## src/rtl/stim_player_if.sv

```systemverilog
// Script-entry handshake and driven-bus bundle for stim_player.
interface stim_player_if #(
  parameter int W     = 3,
  parameter int DLY_W = 16,
  parameter int TS_W  = 32
);
  logic             enable;
  logic             in_valid;
  logic             in_ready;
  logic [DLY_W-1:0] in_delay;
  logic [W-1:0]     in_value;
  logic [W-1:0]     in_oe;
  logic [W-1:0]     sig_out;
  logic [W-1:0]     sig_oe;
  logic             apply;
  logic             changed;
  logic [TS_W-1:0]  upd_ts;
  logic             busy;

  // script source / observer side
  modport master (
    output enable, in_valid, in_delay, in_value, in_oe,
    input  in_ready, sig_out, sig_oe, apply, changed, upd_ts, busy
  );

  // player side
  modport slave (
    input  enable, in_valid, in_delay, in_value, in_oe,
    output in_ready, sig_out, sig_oe, apply, changed, upd_ts, busy
  );
endinterface

```

## src/rtl/stim_player.sv

```systemverilog
// Plays a queued {delay, value, oe} script onto a small bus and timestamps
// every applied entry.
module stim_player #(
  parameter int W     = 3,
  parameter int DLY_W = 16,
  parameter int DEPTH = 4,
  parameter int TS_W  = 32
) (
  input  logic         clk,
  input  logic         rst_n,
  stim_player_if.slave bus
);
  localparam int PW = $clog2(DEPTH);

  typedef struct packed {
    logic [DLY_W-1:0] dly;
    logic [W-1:0]     val;
    logic [W-1:0]     oe;
  } entry_t;

  typedef enum logic {IDLE, WAIT} state_t;

  entry_t           r_mem [DEPTH];
  logic [PW:0]      r_wp, r_rp;
  state_t           r_state, w_nxt;
  logic [DLY_W-1:0] r_cnt;
  logic [W-1:0]     r_hold_val, r_hold_oe;
  logic [W-1:0]     r_sig_out, r_sig_oe;
  logic             r_apply, r_changed;
  logic [TS_W-1:0]  r_ts, r_upd_ts;

  logic   w_empty, w_full, w_push, w_pop, w_fire;
  entry_t w_head, w_in;
  logic [W-1:0] w_new_out;

  assign w_empty   = (r_wp == r_rp);
  assign w_full    = (r_wp[PW] != r_rp[PW]) && (r_wp[PW-1:0] == r_rp[PW-1:0]);
  assign w_push    = bus.in_valid && !w_full;
  assign w_head    = r_mem[r_rp[PW-1:0]];
  assign w_in      = '{dly: bus.in_delay, val: bus.in_value, oe: bus.in_oe};
  // released bits are always driven as 0 underneath the oe mask
  assign w_new_out = r_hold_val & r_hold_oe;

  // next-state, pop and apply decisions; everything frozen while enable=0
  always_comb begin
    w_nxt  = r_state;
    w_pop  = 1'b0;
    w_fire = 1'b0;
    if (bus.enable) begin
      case (r_state)
        IDLE: if (!w_empty) begin
          w_pop = 1'b1;
          w_nxt = WAIT;
        end
        WAIT: if (r_cnt == '0) begin
          w_fire = 1'b1;
          if (!w_empty) w_pop = 1'b1;
          else          w_nxt = IDLE;
        end
        default: w_nxt = IDLE;
      endcase
    end
  end

  // state register
  always_ff @(posedge clk or negedge rst_n) begin
    if (!rst_n) r_state <= IDLE;
    else        r_state <= w_nxt;
  end

  // FIFO storage (no reset: contents are qualified by the pointers)
  always_ff @(posedge clk) begin
    if (w_push) r_mem[r_wp[PW-1:0]] <= w_in;
  end

  // FIFO pointers; extra MSB distinguishes full from empty
  always_ff @(posedge clk or negedge rst_n) begin
    if (!rst_n) begin
      r_wp <= '0;
      r_rp <= '0;
    end else begin
      if (w_push) r_wp <= r_wp + 1'b1;
      if (w_pop)  r_rp <= r_rp + 1'b1;
    end
  end

  // hold registers and delay countdown for the in-flight entry
  always_ff @(posedge clk or negedge rst_n) begin
    if (!rst_n) begin
      r_cnt      <= '0;
      r_hold_val <= '0;
      r_hold_oe  <= '0;
    end else if (w_pop) begin
      r_cnt      <= w_head.dly;
      r_hold_val <= w_head.val;
      r_hold_oe  <= w_head.oe;
    end else if (bus.enable && r_state == WAIT && r_cnt != '0) begin
      r_cnt <= r_cnt - 1'b1;
    end
  end

  // drive the bus and emit the apply/changed pulses with a timestamp
  always_ff @(posedge clk or negedge rst_n) begin
    if (!rst_n) begin
      r_sig_out <= '0;
      r_sig_oe  <= '0;
      r_apply   <= 1'b0;
      r_changed <= 1'b0;
      r_upd_ts  <= '0;
    end else begin
      r_apply   <= w_fire;
      r_changed <= w_fire && ({r_hold_oe, w_new_out} != {r_sig_oe, r_sig_out});
      if (w_fire) begin
        r_sig_out <= w_new_out;
        r_sig_oe  <= r_hold_oe;
        r_upd_ts  <= r_ts;
      end
    end
  end

  // free-running timestamp, paused with enable
  always_ff @(posedge clk or negedge rst_n) begin
    if (!rst_n)          r_ts <= '0;
    else if (bus.enable) r_ts <= r_ts + 1'b1;
  end

  assign bus.in_ready = !w_full;
  assign bus.sig_out  = r_sig_out;
  assign bus.sig_oe   = r_sig_oe;
  assign bus.apply    = r_apply;
  assign bus.changed  = r_changed;
  assign bus.upd_ts   = r_upd_ts;
  assign bus.busy     = (r_state == WAIT) || !w_empty;
endmodule

```

## src/flat_wrapper.sv

```systemverilog
// flat-port wrapper written by rule: the top's interface ports become plain ports
module stim_player_flat 
#(
  parameter int W     = 3,
  parameter int DLY_W = 16,
  parameter int DEPTH = 4,
  parameter int TS_W  = 32
)
  (clk, rst_n, bus_enable, bus_in_valid, bus_in_delay, bus_in_value, bus_in_oe, bus_in_ready, bus_sig_out, bus_sig_oe, bus_apply, bus_changed, bus_upd_ts, bus_busy);
  stim_player_if #(.W(W), .DLY_W(DLY_W), .TS_W(TS_W)) bus_i ();
  input  logic clk;
  input  logic rst_n;
  input wire logic [$bits(bus_i.enable)-1:0] bus_enable;
  input wire logic [$bits(bus_i.in_valid)-1:0] bus_in_valid;
  input wire logic [$bits(bus_i.in_delay)-1:0] bus_in_delay;
  input wire logic [$bits(bus_i.in_value)-1:0] bus_in_value;
  input wire logic [$bits(bus_i.in_oe)-1:0] bus_in_oe;
  output wire logic [$bits(bus_i.in_ready)-1:0] bus_in_ready;
  output wire logic [$bits(bus_i.sig_out)-1:0] bus_sig_out;
  output wire logic [$bits(bus_i.sig_oe)-1:0] bus_sig_oe;
  output wire logic [$bits(bus_i.apply)-1:0] bus_apply;
  output wire logic [$bits(bus_i.changed)-1:0] bus_changed;
  output wire logic [$bits(bus_i.upd_ts)-1:0] bus_upd_ts;
  output wire logic [$bits(bus_i.busy)-1:0] bus_busy;
  assign bus_i.enable = bus_enable;
  assign bus_i.in_valid = bus_in_valid;
  assign bus_i.in_delay = bus_in_delay;
  assign bus_i.in_value = bus_in_value;
  assign bus_i.in_oe = bus_in_oe;
  assign bus_in_ready = bus_i.in_ready;
  assign bus_sig_out = bus_i.sig_out;
  assign bus_sig_oe = bus_i.sig_oe;
  assign bus_apply = bus_i.apply;
  assign bus_changed = bus_i.changed;
  assign bus_upd_ts = bus_i.upd_ts;
  assign bus_busy = bus_i.busy;
  stim_player #(.W(W), .DLY_W(DLY_W), .DEPTH(DEPTH), .TS_W(TS_W)) u_core (.clk(clk), .rst_n(rst_n), .bus(bus_i));
endmodule
```

## config.mk

```make
export PLATFORM = sky130hd
export DESIGN_NAME = stim_player_flat
export DESIGN_NICKNAME = d
export VERILOG_FILES = /design/src/rtl/stim_player_if.sv /design/src/rtl/stim_player.sv /design/src/flat_wrapper.sv
export SDC_FILE = /design/constraint.sdc
export NUM_CORES = 1
export LEC_CHECK = 0
export BUFFER_PORTS_ARGS = -buffer_cell sky130_fd_sc_hd__buf_2
export CORE_MARGIN = 2
export CORE_UTILIZATION = 29
export CTS_CLUSTER_DIAMETER = 60
export CTS_CLUSTER_SIZE = 20
export DETAILED_ROUTE_END_ITERATION = 10
export GPL_TIMING_DRIVEN = 0
export PLACE_DENSITY = 0.44
export SLEW_MARGIN = 20
export SYNTH_ARGS = -nofsm -noshare
export SYNTH_HDL_FRONTEND = slang
export SYNTH_SLANG_ARGS = --single-unit
```

## constraint.sdc

```tcl
create_clock -name clk -period 4.1 [get_ports clk]
set_input_delay 0.41 -clock clk [delete_from_list [all_inputs] [get_ports clk]]
set_output_delay 0.41 -clock clk [all_outputs]
set_load 0.02 [all_outputs]
```

==> impl_metrics.py, run 1 <==
metrics = {
    "power": {
        "p_comb_frac": 0.235,
        "switching_share": 0.324,
        "p_total_w": 0.00555,
        "power.internal_w": 0.00376,
        "p_per_area_nw_per_um2": 601,
        "peakVddDrop_mv": 0.392,
        "switchingPower_w": 0.00180,
        "p_leak_nw": 3.85,
        "pwr-share-seq": 0.466,
        "p_clk_frac": 0.299,
    },
    "sta": {
        "finalHoldViolations": 0,
        "max-slew-margin-rel": 0.526,
        "fin_setup_tns_ps": 0,
        "worst_hold_slack_ps": 169,
        "drv_slew": 0,
        "period_share": 0.605,
        "rsz0062_at_grt": "no",
        "fin_crit_ps": 2480,
        "worstMarginPinSlew_ps": 712,
        "final-setup-viol-count": 0,
        "fin_skew_ps": 33.4,
        "fmax_ghz": 0.403,
    },
    "cts": {
        "clkLatencyLatePin_ps": 450,
        "ctsResizeCount": 0,
        "clk_pin_slew_worst_paths_ps": 80,
        "cts.path.max_buffers": 2,
        "cts_tree": "built",
        "postCtsSetupRepairBufs": 0,
        "numClockSinks": 189,
        "cts-htree-levels": 4,
        "numCtsBuffers": 17,
        "cts-root-buf": "clkbuf_16",
    },
    "run_status": {
        "status": "complete, no violations",
    },
    "setup_path": {
        "cp.arrival_ps": 2070,
        "worstReg2RegEnd": "u_core.r_cnt[1]$_DFFE_PN0P_",
        "cp.depth": 5,
        "cp_cell_sequence": "clkbuf_1 -> xor2_1 -> nor3_2 -> nand2_1 -> buf_2",
        "end_kind": "primary output",
        "path_class": "reg2out",
        "worst-path-buf-inv": 2,
        "slowest_stage": "nor3_2",
        "cp-start-kind": "register",
        "critPathTopFamily": "simple AND/OR/NAND/NOR gates",
        "r2r_cells": 9,
        "crit_path_end": "bus_busy",
        "worstPathRequired_ps": 3690,
        "cpPeakStageDelay_ps": 490,
        "reg2reg_from": "u_core.r_rp[1]$_DFFE_PN0N_",
        "regToRegSetupSlack_ps": 1680,
        "critPathLaunch": "u_core.r_rp[1]$_DFFE_PN0N_",
        "critPathMaxFanout": 6,
    },
    "yosys": {
        "syn_area_per_cell_sq_um": 14.8,
        "synth.distinct_cells": 53,
        "yosysSeqAreaShare": 0.661,
        "syn_nets": 563,
        "async_flop_share": 0.534,
        "synthCells": 529,
        "ys_seq_elements": 189,
        "synth_area_sq_um": 7820,
        "synth_edf_count": 88,
        "synthFlopType": "dfrtp_1",
        "ys_warn_count": 0,
    },
    "floorplanning": {
        "pin_count": 68,
        "die_h_microns": 168,
        "dieArea_sq_um": 28300,
        "rows": 60,
        "start_util": 0.293,
        "die_x_microns": 168,
        "coreArea_sq_um": 26700,
    },
    "layout": {
        "stdcell_area_sq_um": 9240,
        "syn_to_final_growth_pct": 18.1,
        "layout_commonest_cell": "dfrtp_1",
        "final_cell_mix": "dfrtp_1, edfxtp_1, buf_2, nand2_1, mux2_2",
        "antenna-diode-count": 0,
        "nets": 651,
        "drive_gt1_frac": 0.292,
    },
    "drt": {
        "first_pass_iters": 4,
        "num_vias": 4495,
        "wl_per_cell_microns": 16.3,
        "drt-total-wl_microns": 15900,
        "ant_nets": 0,
        "drc": 0,
        "first_iter_violations": 299,
        "via_per_inst": 4.63,
    },
    "place": {
        "postPlaceCellArea_sq_um": 8620,
        "gp_congestion": 0.747,
        "portBuffers": 67,
        "dp_hpwl_microns": 10700,
    },
    "flow_run": {
        "drv_cap": 0,
    },
    "global_route": {
        "grt_pass1_wl_microns": 25900,
        "antenna_found_initial": 0,
        "grt_max_degree": 72,
        "grt_usage": 0.119,
        "grt_pass1_vias": 4589,
        "grt.overflow.total": 0,
    },
    "hold_path": {
        "hold_path.class": "in2reg",
    },
}
==> cell type report <==
cell class                 instances  area [sq um]
tap                              341           427
buffer                            18           141
clock buffer                      17           425
inverter                          12          45.0
clock inverter                    15           181
timing repair buffer              69           379
sequential                       189          5170
fill                            2604         17500
multi-input combinational        310          2470
==> cell usage after synthesis, types with 2 or more instances <==
cell      count  area, sq um
mux2i_1       2         20.0
a31oi_1       4         25.0
nor4_1        2         12.5
clkbuf_1      4         15.0
nand2_1      62          233
mux2_2       37          417
buf_2         3         15.0
a32oi_1       5         43.8
xor2_1       13          114
and4_1        2         17.5
mux4_2       21          473
xnor2_1      28          245
nor3_1       10         50.1
clkbuf_8      2         27.5
and2_1        4         25.0
o21ai_0      17         85.1
nor3_2        2         20.0
nand2b_1      2         12.5
ha_1          8          100
inv_1        12         45.0
dfrtp_1     101         2530
nand4_1       8         50.1
edfxtp_1     88         2640
a21oi_1       6         30.0
and3_1       10         62.6
buf_6         6         67.6
o22ai_1       4         25.0
nand3_1      21          105
nor2_1       20         75.1
o32ai_1       2         17.5
==> state kept, by name (all words and copies together), names as in the netlist <==
name,count
u_core.bus.apply,1
u_core.bus.changed,1
u_core.bus.sig_oe,3
u_core.bus.sig_out,3
u_core.bus.upd_ts,32
u_core.r_cnt,16
u_core.r_hold_oe,3
u_core.r_hold_val,3
u_core.r_mem,88
u_core.r_rp,3
u_core.r_state,1
u_core.r_ts,32
u_core.r_wp,3
==> per-stage QoR <==
step | util | cells | worst slack (ps)
floorplan | - | 529 | 1960
global placement | 0.321 | 937 | 1410
detailed placement | 0.323 | 938 | 1630
CTS | 0.346 | 971 | 1540
global route | 0.346 | 971 | 1410
finish | 0.346 | 971 | 1620
==> power groups by stage <==
stage	combinational, W	sequential [W]	clock (W)
finish	0.00131	0.00259	0.00166
global route	0.00146	0.00263	0.00181
CTS	0.00135	0.00259	0.00172
detailed placement	0.00134	0.00263	0
global placement	0.00131	0.00261	0
floorplan	0.000965	0.00256	0
==> worst min path at each step <==
stage / endpoint / cells past startpoint / startpoint
global placement: u_core.r_ts[31]$_DFFE_PN0P_ / 1 / u_core.r_ts[31]$_DFFE_PN0P_
global route: u_core.r_mem[2][15]$_DFFE_PP_ / 1 / bus_in_delay[9]
floorplan: u_core.bus.apply$_DFF_PN0_ / 0 / rst_n
detailed placement: u_core.bus.upd_ts[31]$_DFFE_PN0P_ / 1 / rst_n
finish: u_core.r_mem[2][15]$_DFFE_PP_ / 1 / bus_in_delay[9]
CTS: u_core.r_mem[3][17]$_DFFE_PP_ / 1 / bus_in_delay[11]
==> timing repair <==
item,in CTS,in global routing
hold endpoints to repair,30,0
hold buffers,1,0
setup endpoints to repair,0,0
==> routing by layer <==
| layer | share of wire | GRT usage |
|---|---|---|
| met1 | 0.48 | 0.161 |
| met2 | 0.47 | 0.190 |
| met3 | 0.036 | 0.0287 |
| met4 | 0.012 | 0.0334 |
| met5 | 0 | 0 |
==> logic make-up after synthesis <==
family / after synthesis / share of synthesized area
compound gates: 48 / 0.0395
flops: 189 / 0.661
fa+ha+maj: 8 / 0.0128
simple gates: 152 / 0.0971
xor+xnor: 41 / 0.0459
buf+inv: 30 / 0.0238
mux: 61 / 0.120
Note: power is estimated with default switching activity, not from simulation.
==> run 2: changes to the inputs <==
--- a/config.mk
+++ b/config.mk
@@ -12,7 +12,7 @@
 export CTS_CLUSTER_SIZE = 20
 export DETAILED_ROUTE_END_ITERATION = 10
 export GPL_TIMING_DRIVEN = 0
-export PLACE_DENSITY = 0.44
+export PLACE_DENSITY = 0.45
 export SLEW_MARGIN = 20
 export SYNTH_ARGS = -nofsm -noshare
 export SYNTH_HDL_FRONTEND = slang
==> constraint.sdc (replaced) <==
create_clock -name clk -period 2.1 [get_ports clk]
set_input_delay 0.21 -clock clk [delete_from_list [all_inputs] [get_ports clk]]
set_output_delay 0.21 -clock clk [all_outputs]
set_load 0.02 [all_outputs]
==> impl_metrics.py, run 2 (synthesis gave the netlist of run 1 again) <==
metrics = {
    "sta": {
        "worst_hold_slack_ps": 190,
        "fin_crit_ps": 2080,
        "drv_slew": 0,
        "period_share": 0.991,
        "fin_skew_ps": 15.0,
        "rsz0062_at_grt": "yes",
        "max-slew-margin-rel": 0.614,
        "worstMarginPinSlew_ps": 580,
        "fmax_ghz": 0.480,
        "final-setup-viol-count": 0,
        "finalHoldViolations": 0,
    },
    "setup_path": {
        "critPathMaxFanout": 5,
        "cp.arrival_ps": 2400,
        "end_kind": "register",
        "path_class": "reg2reg",
        "cp-start-kind": "register",
        "worstPathRequired_ps": 2420,
    },
    "floorplanning": {
        "dieArea_sq_um": 28300,
        "start_util": 0.293,
        "die_x_microns": 168,
        "rows": 60,
        "coreArea_sq_um": 26700,
        "die_h_microns": 168,
        "pin_count": 68,
    },
    "layout": {
        "drive_gt1_frac": 0.324,
        "nets": 691,
        "stdcell_count": 1012,
        "nFillCells": 2548,
        "final_cell_mix": "dfrtp_1, edfxtp_1, buf_2, nand2_1, mux2_4",
        "final_core_util": 0.372,
        "syn_to_final_growth_pct": 27.1,
        "largest_reg_flops": 88,
        "regArea_sq_um": 5170,
        "stdcell_area_sq_um": 9940,
        "layout_commonest_cell": "dfrtp_1",
        "multiInputGateArea_sq_um": 2720,
    },
    "drt": {
        "ant_nets": 0,
        "num_vias": 4642,
        "via_per_inst": 4.59,
        "wl_per_cell_microns": 16.2,
        "drt-total-wl_microns": 16400,
        "drc": 0,
        "first_iter_violations": 289,
        "first_pass_iters": 4,
    },
    "global_route": {
        "grt_pass1_vias": 4735,
        "grt_usage": 0.116,
        "grt_max_degree": 79,
        "grt.overflow.total": 0,
        "antenna_found_initial": 0,
        "grt_pass1_wl_microns": 25600,
    },
    "cts": {
        "cts-root-buf": "clkbuf_16",
        "clk_pin_slew_worst_paths_ps": 80,
        "clkLatencyLatePin_ps": 430,
        "numClockSinks": 189,
        "cts-htree-levels": 4,
        "cts.path.max_buffers": 2,
        "cts_tree": "built",
        "numCtsBuffers": 17,
    },
    "power": {
        "peakVddDrop_mv": 0.761,
        "power.internal_w": 0.00753,
        "switching_share": 0.322,
        "p_clk_frac": 0.287,
        "switchingPower_w": 0.00357,
        "p_leak_nw": 4.12,
        "p_comb_frac": 0.255,
        "pwr-share-seq": 0.458,
        "p_per_area_nw_per_um2": 1120,
    },
    "place": {
        "postPlaceCellArea_sq_um": 8620,
        "gp_congestion": 0.768,
        "place_inst": 938,
        "portBuffers": 67,
        "dp_hpwl_microns": 10400,
    },
    "run_status": {
        "status": "complete, no violations",
    },
    "flow_run": {
        "drv_cap": 0,
    },
    "hold_path": {
        "hold_path.class": "in2async",
    },
}
## run 2: cell count changes in the layout (fill, tap and decap cells not counted), sizes merged
| cell | before | now |
|---|---|---|
| dlygate4sd3 | 1 | 23 |
| buf | 79 | 95 |
| clkbuf | 24 | 26 |
| clkinv | 6 | 5 |
| clkinvlp | 0 | 1 |
| diode | 0 | 1 |
## run 2: path summary, 6_finish.rpt
| path | start | endpoint | slack [ps] | cells after the start |
|---|---|---|---|---|
| max | u_core.r_cnt[8]$_DFFE_PN0P_ | u_core.bus.upd_ts[17]$_DFFE_PN0P_ | 20 | 6 |
| min | rst_n | u_core.bus.upd_ts[31]$_DFFE_PN0P_ | 190 | 2 |
| max reg2reg | u_core.r_cnt[8]$_DFFE_PN0P_ | u_core.bus.upd_ts[17]$_DFFE_PN0P_ | 20 | 6 |
| min reg2reg | u_core.r_ts[31]$_DFFE_PN0P_ | u_core.r_ts[31]$_DFFE_PN0P_ | 480 | 1 |
| max in group asynchronous | rst_n | u_core.r_rp[1]$_DFFE_PN0N_ | 1220 | 3 |
| min in group clk | bus_in_valid | u_core.r_wp[0]$_DFFE_PN0N_ | 200 | 3 |
## run 2: area by class of cell
type | count | area share
multi-input combinational | 310 | 0.273
timing repair buffer | 110 | 0.0811
clock inverter | 15 | 0.0161
antenna | 1 | 0.000252
buffer | 17 | 0.0186
inverter | 12 | 0.00453
sequential | 189 | 0.520
clock buffer | 17 | 0.0428
tap | 341 | 0.0429
## run 2: per-stage QoR
stage                     total power (W)  TNS [ps]  setup WS [ps]
final                              0.0111         0           18.4
after global routing               0.0117     -1150           -140
after CTS                          0.0111     -5800          -79.3
after detailed placement          0.00773    -25450           -376
after global placement            0.00764    -48760           -320
after floorplan                   0.00689         0           75.1
## run 2: power by group through the flow
stage / Sequential [W] / Clock (W) / Combinational (W)
5_1_grt: 0.00516 / 0.00345 / 0.00312
6_report: 0.00508 / 0.00318 / 0.00283
4_1_cts: 0.00509 / 0.00329 / 0.00272
3_3_place_gp: 0.00510 / 0 / 0.00254
3_5_place_dp: 0.00514 / 0 / 0.00260
2_1_floorplan: 0.00500 / 0 / 0.00189
## run 2: timing repair
action                                 in CTS  in global routing
cloned                                      0                  3
pin swaps                                   5                  6
buffers inserted                            4                 12
endpoints found under the hold margin     153                  0
gates resized for setup                    16                 61
hold buffers                               23                  0
setup endpoints to repair                 154                140
## run 2: critical path, stage by stage, from the launching register on
cell and delay [ps]:
dfrtp_1 400, or3_4 400, nand4b_4 260, nor3_4 270
buf_6 180, clkbuf_16 160, mux2_4 290
## run 2: layer usage
layer	global-route usage	vias up	share of wire
li1	-	2203	-
met3	0.0266	10	0.032
met2	0.191	81	0.48
met1	0.155	2348	0.48
met4	0.0341	0	0.0099
met5	0	-	0
==> run 3: changes to the inputs <==
--- a/config.mk
+++ b/config.mk
@@ -12,7 +12,9 @@
 export CTS_CLUSTER_SIZE = 20
 export DETAILED_ROUTE_END_ITERATION = 10
 export GPL_TIMING_DRIVEN = 0
+export MAX_ROUTING_LAYER = met4
 export PLACE_DENSITY = 0.45
+export SETUP_SLACK_MARGIN = 0.15
 export SLEW_MARGIN = 20
 export SYNTH_ARGS = -nofsm -noshare
 export SYNTH_HDL_FRONTEND = slang
==> impl_metrics.py, run 3 (synthesis gave the netlist of run 1 again) <==
metrics = {
    "run_status": {
        "status": "complete, no violations",
    },
    "floorplanning": {
        "die_h_microns": 168,
        "die_x_microns": 168,
        "pin_count": 68,
        "dieArea_sq_um": 28300,
        "rows": 60,
        "coreArea_sq_um": 26700,
        "start_util": 0.293,
    },
    "drt": {
        "drt-total-wl_microns": 17100,
        "ant_nets": 0,
        "num_vias": 4800,
        "wl_per_cell_microns": 16.5,
        "via_per_inst": 4.62,
        "first_iter_violations": 239,
        "first_pass_iters": 4,
        "drc": 0,
    },
    "cts": {
        "cts.path.max_buffers": 2,
        "cts_tree": "built",
        "clkLatencyLatePin_ps": 430,
        "numCtsBuffers": 17,
        "cts-root-buf": "clkbuf_16",
        "clk_pin_slew_worst_paths_ps": 80,
        "cts-htree-levels": 4,
        "numClockSinks": 189,
    },
    "sta": {
        "worstMarginPinSlew_ps": 608,
        "finalHoldViolations": 0,
        "fmax_ghz": 0.504,
        "worst_hold_slack_ps": 208,
        "fin_skew_ps": 17.3,
        "period_share": 0.945,
        "final-setup-viol-count": 0,
        "fin_crit_ps": 1990,
        "drv_slew": 0,
        "rsz0062_at_grt": "yes",
        "max-slew-margin-rel": 0.595,
    },
    "setup_path": {
        "critPathMaxFanout": 5,
        "cp.arrival_ps": 2310,
        "regToRegSetupSlack_ps": 110,
        "end_kind": "register",
        "r2r_cells": 8,
        "worstReg2RegEnd": "u_core.r_cnt[4]$_DFFE_PN0P_",
        "cp-start-kind": "register",
        "worstPathRequired_ps": 2420,
        "path_class": "reg2reg",
        "reg2reg_from": "u_core.r_cnt[8]$_DFFE_PN0P_",
    },
    "power": {
        "p_leak_nw": 4.25,
        "p_comb_frac": 0.278,
        "power.internal_w": 0.00776,
        "pwr-share-seq": 0.440,
        "p_clk_frac": 0.282,
        "peakVddDrop_mv": 0.656,
        "switching_share": 0.327,
        "p_per_area_nw_per_um2": 1130,
        "switchingPower_w": 0.00378,
    },
    "place": {
        "gp_congestion": 0.771,
        "portBuffers": 67,
        "dp_hpwl_microns": 10600,
        "postPlaceCellArea_sq_um": 8620,
    },
    "hold_path": {
        "hold_path.class": "in2async",
    },
    "layout": {
        "stdcell_area_sq_um": 10200,
        "multiInputGateArea_sq_um": 2750,
        "syn_to_final_growth_pct": 30.3,
        "largest_reg_flops": 88,
        "final_cell_mix": "dfrtp_1, edfxtp_1, buf_2, nand2_1, buf_4",
        "layout_commonest_cell": "dfrtp_1",
        "nets": 718,
        "regArea_sq_um": 5180,
        "drive_gt1_frac": 0.374,
        "antenna-diode-count": 0,
        "nFillCells": 2539,
    },
    "global_route": {
        "grt_pass1_wl_microns": 27000,
        "grt_pass1_vias": 4895,
        "antenna_found_initial": 0,
        "grt_usage": 0.126,
        "grt.overflow.total": 0,
        "grt_max_degree": 79,
    },
    "flow_run": {
        "drv_cap": 0,
    },
}
==> run 3: final cells by class <==
cell class,instances,area share
Sequential cell,189,0.508
Clock inverter,15,0.0172
Buffer,18,0.0203
Clock buffer,17,0.0417
Timing Repair Buffer,134,0.0961
Multi-Input combinational cell,312,0.270
Inverter,12,0.00442
Tap cell,341,0.0419
==> run 3: routing by layer <==
layer / part of all wire / wire (microns) / vias up / global-route usage
met5: 0 / 0 / - / -
met4: 0.012 / 204 / 0 / 0.0386
met3: 0.028 / 484 / 15 / 0.0270
met2: 0.50 / 8520 / 89 / 0.206
met1: 0.46 / 7940 / 2432 / 0.158
li1: - / - / 2264 / -
==> run 3: critical path, stage by stage (launching register included) <==
cell and delay [ps]:
dfrtp_1 390, or3_4 400, nand4b_4 230, buf_4 190, o21ai_4 200, nand2_2 90
buf_4 150, o22ai_1 160, nor2_1 70
==> run 3: power by group through the flow <==
stage	Clock (W)	Sequential, W	Combinational (W)
6_report	0.00326	0.00508	0.00320
4_1_cts	0.00336	0.00507	0.00307
3_5_place_dp	0	0.00514	0.00261
3_3_place_gp	0	0.00510	0.00254
5_1_grt	0.00351	0.00516	0.00349
2_1_floorplan	0	0.00500	0.00189
==> run 3: worst max path at each step <==
stage,from,to,slack (ps),cells after the start
finish,u_core.r_cnt[8]$_DFFE_PN0P_,u_core.r_cnt[4]$_DFFE_PN0P_,110,8
CTS,u_core.r_rp[0]$_DFFE_PN0N_,bus_busy,60,5
detailed placement,u_core.r_rp[1]$_DFFE_PN0N_,u_core.r_cnt[1]$_DFFE_PN0P_,-370,9
global route,u_core.r_cnt[8]$_DFFE_PN0P_,u_core.r_cnt[7]$_DFFE_PN0P_,50,8
global placement,u_core.r_rp[1]$_DFFE_PN0N_,u_core.r_cnt[1]$_DFFE_PN0P_,-330,9
floorplan,u_core.r_cnt[8]$_DFFE_PN0P_,u_core.bus.sig_oe[2]$_DFFE_PN0P_,170,5
==> run 3: per-stage QoR <==
step | setup TNS [ps] | worst slack (ps) | total power [W] | util | instances
after detailed placement | -20880 | -370 | 0.00775 | 0.323 | 938
after floorplan | 0 | 166 | 0.00689 | - | 529
final | 0 | 115 | 0.0115 | 0.381 | 1038
after global routing | 0 | 49.8 | 0.0122 | 0.381 | 1038
after CTS | 0 | 64.1 | 0.0115 | 0.370 | 1015
after global placement | -45890 | -328 | 0.00764 | 0.321 | 937
==> run 3: what timing repair did <==
item,in CTS,in global routing
pin swaps,10,11
cloned,4,1
endpoints found under the hold margin,138,0
endpoints found under the setup margin,160,124
gates resized for setup,62,31
setup buffers,18,22
hold buffers,23,0
